<file path="config.mk">
export PLATFORM = sky130hd
export DESIGN_NAME = perimeter_stats_flat
export DESIGN_NICKNAME = d
export VERILOG_FILES = /design/src/rtl/perimeter_stats_if.sv /design/src/rtl/perimeter_stats.sv /design/src/flat_wrapper.sv
export SDC_FILE = /design/constraint.sdc
export NUM_CORES = 1
export LEC_CHECK = 0
export BUFFER_PORTS_ARGS = -buffer_cell sky130_fd_sc_hd__buf_2
export CAP_MARGIN = 25
export CORE_UTILIZATION = 45
export CTS_CLUSTER_DIAMETER = 120
export CTS_CLUSTER_SIZE = 20
export DETAILED_ROUTE_END_ITERATION = 12
export GPL_TIMING_DRIVEN = 0
export PLACE_DENSITY = 0.65
export SETUP_SLACK_MARGIN = 0.5
export SYNTH_ARGS = -nofsm -noshare
export SYNTH_HDL_FRONTEND = slang
export SYNTH_SLANG_ARGS = --single-unit
</file>
<file path="constraint.sdc">
create_clock -name clock -period 2.4 [get_ports clock]
set_input_delay 0.12 -clock clock [delete_from_list [all_inputs] [get_ports clock]]
set_output_delay 0.12 -clock clock [all_outputs]
set_load 0.03 [all_outputs]
</file>
<file path="src/rtl/perimeter_stats_if.sv">
// Handshake bundle between the perimeter-statistics stage and its neighbours.
// The upstream side carries data_in with dav_in_/rfd_in. The downstream side
// carries sum_out/max_out with dav_out_/rfd_out. The slave modport is the
// statistics stage; the master modport is whoever drives it (producer plus
// consumer, or a testbench).
interface perimeter_stats_if #(
  parameter int SW = 12
);
  logic [9:0]    data_in;
  logic          dav_in_;
  logic          rfd_in;
  logic [SW-1:0] sum_out;
  logic [9:0]    max_out;
  logic          dav_out_;
  logic          rfd_out;

  modport slave (
    input  data_in, dav_in_, rfd_out,
    output rfd_in, sum_out, max_out, dav_out_
  );

  modport master (
    output data_in, dav_in_, rfd_out,
    input  rfd_in, sum_out, max_out, dav_out_
  );
endinterface

</file>
<file path="src/rtl/perimeter_stats.sv">
// Batch statistics stage. It accepts N perimeter values over an active-low
// dav / rfd handshake and accumulates their sum and maximum. It then offers
// the result downstream over a second handshake and starts the next batch
// once that handshake completes. While a result is pending, no further
// input is accepted, so backpressure propagates to the producer.
module perimeter_stats #(
  parameter int N  = 4,
  parameter int SW = 12,
  parameter int CW = 3
) (
  input  logic clock,
  input  logic reset_,
  perimeter_stats_if.slave bus
);

  typedef enum logic [1:0] {
    S_IDLE,
    S_ACK,
    S_OFFER,
    S_VALID
  } state_t;

  localparam logic [CW-1:0] LAST_CNT = CW'(N);

  state_t        state;
  logic [SW-1:0] acc_sum;
  logic [9:0]    acc_max;
  logic [CW-1:0] cnt;

  // Handshake sequencing and accumulation. Every output is a register set on
  // the edge that enters its state.
  always_ff @(posedge clock or negedge reset_) begin
    if (!reset_) begin
      state        <= S_IDLE;
      bus.rfd_in   <= 1'b1;
      bus.dav_out_ <= 1'b1;
      bus.sum_out  <= '0;
      bus.max_out  <= '0;
      acc_sum      <= '0;
      acc_max      <= '0;
      cnt          <= '0;
    end else begin
      case (state)
        S_IDLE: begin
          if (!bus.dav_in_) begin
            acc_sum    <= acc_sum + SW'(bus.data_in);
            if (bus.data_in > acc_max) begin
              acc_max <= bus.data_in;
            end
            cnt        <= cnt + 1'b1;
            bus.rfd_in <= 1'b0;
            state      <= S_ACK;
          end
        end
        S_ACK: begin
          if (bus.dav_in_) begin
            if (cnt == LAST_CNT) begin
              bus.sum_out <= acc_sum;
              bus.max_out <= acc_max;
              state       <= S_OFFER;
            end else begin
              bus.rfd_in <= 1'b1;
              state      <= S_IDLE;
            end
          end
        end
        S_OFFER: begin
          if (bus.rfd_out) begin
            bus.dav_out_ <= 1'b0;
            state        <= S_VALID;
          end
        end
        S_VALID: begin
          if (!bus.rfd_out) begin
            acc_sum      <= '0;
            acc_max      <= '0;
            cnt          <= '0;
            bus.dav_out_ <= 1'b1;
            bus.rfd_in   <= 1'b1;
            state        <= S_IDLE;
          end
        end
        default: begin
          state <= S_IDLE;
        end
      endcase
    end
  end

endmodule

</file>
<file path="src/flat_wrapper.sv">
// flat-port wrapper written by rule: the top's interface ports become plain ports
module perimeter_stats_flat 
#(
  parameter int N  = 4,
  parameter int SW = 12,
  parameter int CW = 3
)
  (clock, reset_, bus_data_in, bus_dav_in_, bus_rfd_out, bus_rfd_in, bus_sum_out, bus_max_out, bus_dav_out_);
  perimeter_stats_if #(.SW(SW)) bus_i ();
  input  logic clock;
  input  logic reset_;
  input wire logic [$bits(bus_i.data_in)-1:0] bus_data_in;
  input wire logic [$bits(bus_i.dav_in_)-1:0] bus_dav_in_;
  input wire logic [$bits(bus_i.rfd_out)-1:0] bus_rfd_out;
  output wire logic [$bits(bus_i.rfd_in)-1:0] bus_rfd_in;
  output wire logic [$bits(bus_i.sum_out)-1:0] bus_sum_out;
  output wire logic [$bits(bus_i.max_out)-1:0] bus_max_out;
  output wire logic [$bits(bus_i.dav_out_)-1:0] bus_dav_out_;
  assign bus_i.data_in = bus_data_in;
  assign bus_i.dav_in_ = bus_dav_in_;
  assign bus_i.rfd_out = bus_rfd_out;
  assign bus_rfd_in = bus_i.rfd_in;
  assign bus_sum_out = bus_i.sum_out;
  assign bus_max_out = bus_i.max_out;
  assign bus_dav_out_ = bus_i.dav_out_;
  perimeter_stats #(.N(N), .SW(SW), .CW(CW)) u_core (.clock(clock), .reset_(reset_), .bus(bus_i));
endmodule
</file>
==> impl_metrics.env <==
export IMPL_io_pins=38
export IMPL_r2r_start="u_core.acc_sum[0]"
export IMPL_worstPathCellList="ha_4, fa_2, a211oi_4, o211ai_1, a311oi_2, or3_1, a21oi_1"
export IMPL_r2r_end="u_core.acc_sum[10]"
export IMPL_r2r_slack_ps=350
export IMPL_ant_nets=0
export IMPL_die_w_microns=80.8
export IMPL_viasPerCell=5.32
export IMPL_area_delta_synth_final_pct=26.9
export IMPL_syn_nets=287
export IMPL_async_reset_ff_share_pct=100
export IMPL_vias=2054
export IMPL_ys_seq_area_share_pct=45.7
export IMPL_setup_slack_ps=347
export IMPL_antenna_found_initial=0
export IMPL_fin_hold_ws_ps=102
export IMPL_post_route_period_util_pct=85.5
export IMPL_min_period_ps=2050
export IMPL_drt_iter0_drc=86
export IMPL_min_to="u_core.bus.rfd_in"
export IMPL_die_h_microns=80.8
export IMPL_synthCells=250
export IMPL_grt_pass1_vias=1917
export IMPL_grt_setup_unrepaired="true"
export IMPL_hpwl_microns=4060
export IMPL_p_seq_share_pct=33.2
export IMPL_clk_root_buffer_cell="clkbuf_8"
export IMPL_path_max_fanout=3
export IMPL_drive_above_1_share_pct=36.0
export IMPL_grt_pass1_wl_microns=9190
export IMPL_mostFrequentLayoutCell="dfrtp_1"
export IMPL_timing_critical_path_buf_inv=0
export IMPL_status="completed"
export IMPL_worstMarginPinSlew_ps=568
export IMPL_critical_path_required_ps=2590
export IMPL_setup_viol=0
export IMPL_final_hold_viol_count=0
export IMPL_cts_max_path_buffers=2
export IMPL_pre_cts_slack_ps=290
export IMPL_cts_htree_levels=2
export IMPL_synth_top_area_share_pct=43.8
export IMPL_numClockSinks=51
export IMPL_grt_max_degree=29
export IMPL_p_int_w=0.00260
export IMPL_wl_per_cell_microns=15.7
export IMPL_yosysTopAreaCell="dfrtp_1"
export IMPL_dr_pass1_iters=4
export IMPL_power_switching_w=0.00173
export IMPL_clkPwrFrac_pct=14.5
export IMPL_final_cell_mix="48 x dfrtp_1, 39 x buf_2, 19 x nand2_1, 19 x mux2_1, 18 x nor2_1"
export IMPL_yosys_warnings=0
export IMPL_clk_pin_slew_ps=100
export IMPL_synth_edf_count=0
export IMPL_vdd_ir_drop_max_uv=501
export IMPL_ff2ff_path_depth=7
export IMPL_min_from="bus_dav_in_"
export IMPL_start_kind="register"
export IMPL_crit_family="compound AO/OA/AOI/OAI gates"
export IMPL_start_util_pct=47.0
export IMPL_relSlewSlack_pct=62.1
export IMPL_finClkSkew_ps=13.8
export IMPL_worstSetupEndpointType="register"
export IMPL_ys_ff_latch=51
export IMPL_clk_latency_ps=310
export IMPL_globalplace_congestion=0.805
export IMPL_synthTopCellsByArea="dfrtp_1 44%, ha_1 9.8%, mux2_1 7.7%"
export IMPL_min_path_type="in -> reg"
export IMPL_synth_area_sq_um=2800
export IMPL_swShare_pct=39.9
export IMPL_cts_made_buffers=5
export IMPL_fin_nets=347
export IMPL_io_buffers=37
export IMPL_cts_tree="built"
export IMPL_num_rows=28
export IMPL_core_area_sq_um=5960
export IMPL_route_detailed_drc=0
export IMPL_drt_wl_total_microns=6060
export IMPL_comb_power_share_pct=52.3
export IMPL_maxCapViolCount=0
export IMPL_power_density_nw_per_um2=1220
export IMPL_criticalPathCategory="reg -> reg"
export IMPL_synth_flop_cell="dfrtp_1"
export IMPL_n_antenna_cell=0
export IMPL_p_leak_nw=1.70
export IMPL_stdcell_area_sq_um=3550
export IMPL_overflow=0
export IMPL_grt_usage_pct=18.8
export IMPL_placedInstanceArea_sq_um=3120
export IMPL_synth_avg_cell_area_sq_um=11.2
export IMPL_drv_slew=0
export IMPL_slowest_stage="dfrtp_1"
export IMPL_hold_depth=3
export IMPL_setup_tns_ps=0
export IMPL_synth_cell_type_count=43
export IMPL_critPathMaxStageDelay_ps=440
export IMPL_die_area_sq_um=6530
export IMPL_critPathArrivalTime_ps=2240
export IMPL_timing_fmax_mhz=487
repair_timing:
item                                    4_1_cts  5_1_grt
resized for setup                            12       25
hold buffers                                  1        0
buffers inserted                              5        8
endpoints found under the setup margin       15       44
gates cloned                                  1        0
endpoints found under the hold margin        21        0
pin swaps                                    10       10
state kept, by name, summed over array words and instances, names as in the netlist, named ones only:
signal               cells
u_core.acc_max          10
u_core.acc_sum          12
u_core.bus.dav_out_      1
u_core.bus.max_out      10
u_core.bus.rfd_in        1
u_core.bus.sum_out      12
u_core.cnt               3
u_core.state             1
synthesized netlist by cell type, types with 2 or more instances:
cell,number
o211ai_1,4
inv_1,17
nand2_1,19
dfstp_2,2
mux2_4,9
nand3_1,5
a21oi_1,13
a31oi_1,2
a21o_1,5
mux2_1,19
nor3_1,2
buf_6,2
a22o_1,3
xnor2_1,3
nand4_1,3
mux2_2,3
ha_1,22
nor2_1,18
nor2b_1,2
buf_2,4
dfrtp_1,49
nand2b_1,3
o21ai_0,7
nor3b_1,2
o21ai_1,9
a211oi_1,4
xor2_1,3
metal layers:
layer / up-vias / global-route usage [%] / part of all wire (%)
met2: 33 / 30.4 / 46
met4: 0 / 6.07 / 1.4
met5: - / 0 / 0
met1: 1003 / 25.1 / 49
li1: 1010 / - / -
met3: 8 / 3.82 / 3.0
final cells by class:
class	count	area (sq um)
plain buffers	7	52.6
clock buffers	6	82.6
clock inverters	2	35.0
fillers	489	2410
inverters	17	63.8
multi-input cells	175	1610
flip-flops and latches	51	1280
well taps	75	93.8
repair buffers	53	328
power groups by stage:
stage               clock network [W]  logic (W)  registers, W
global placement                    0    0.00184       0.00142
global route                 0.000674    0.00247       0.00149
CTS                          0.000641    0.00202       0.00142
floorplan                           0    0.00121       0.00165
finish                       0.000628    0.00227       0.00144
detailed placement                  0    0.00188       0.00143
worst max path at each step:
| stage | from | to | slack (ps) | cells after the start |
|---|---|---|---|---|
| CTS | u_core.acc_max[9] | u_core.acc_max[4] | 370 | 8 |
| detailed placement | u_core.acc_sum[0] | u_core.acc_sum[10] | 290 | 7 |
| floorplan | u_core.acc_max[3] | u_core.acc_max[1] | 490 | 8 |
| global route | u_core.acc_max[3] | u_core.acc_max[7] | 290 | 8 |
| global placement | u_core.acc_sum[0] | u_core.acc_sum[10] | 310 | 7 |
| finish | u_core.acc_sum[0] | u_core.acc_sum[10] | 350 | 7 |
worst min-delay path: stages:
cell	delay (ps)
buf_2	140
nand2_1	60
nand3_1	70
logic make-up (layout without fill, tap and decap cells):
logic type      after synthesis  count (layout)  share of synthesized area (%)
mux                          32              32                           14.0
xor+xnor                      6               6                           1.88
compound gates               55              55                           13.3
flops                        51              51                           45.7
buf+inv                      24              85                           3.94
simple gates                 59              59                           10.5
fa+ha+maj                    23              23                           10.6
through the flow:
stage	util (%)	cells	power (W)
after detailed placement	52.4	363	0.00332
final	59.6	386	0.00433
after floorplan	-	250	0.00287
after global placement	52.0	362	0.00326
after global routing	59.6	386	0.00464
after CTS	56.3	378	0.00408
Power figures use the tool's default switching activity.
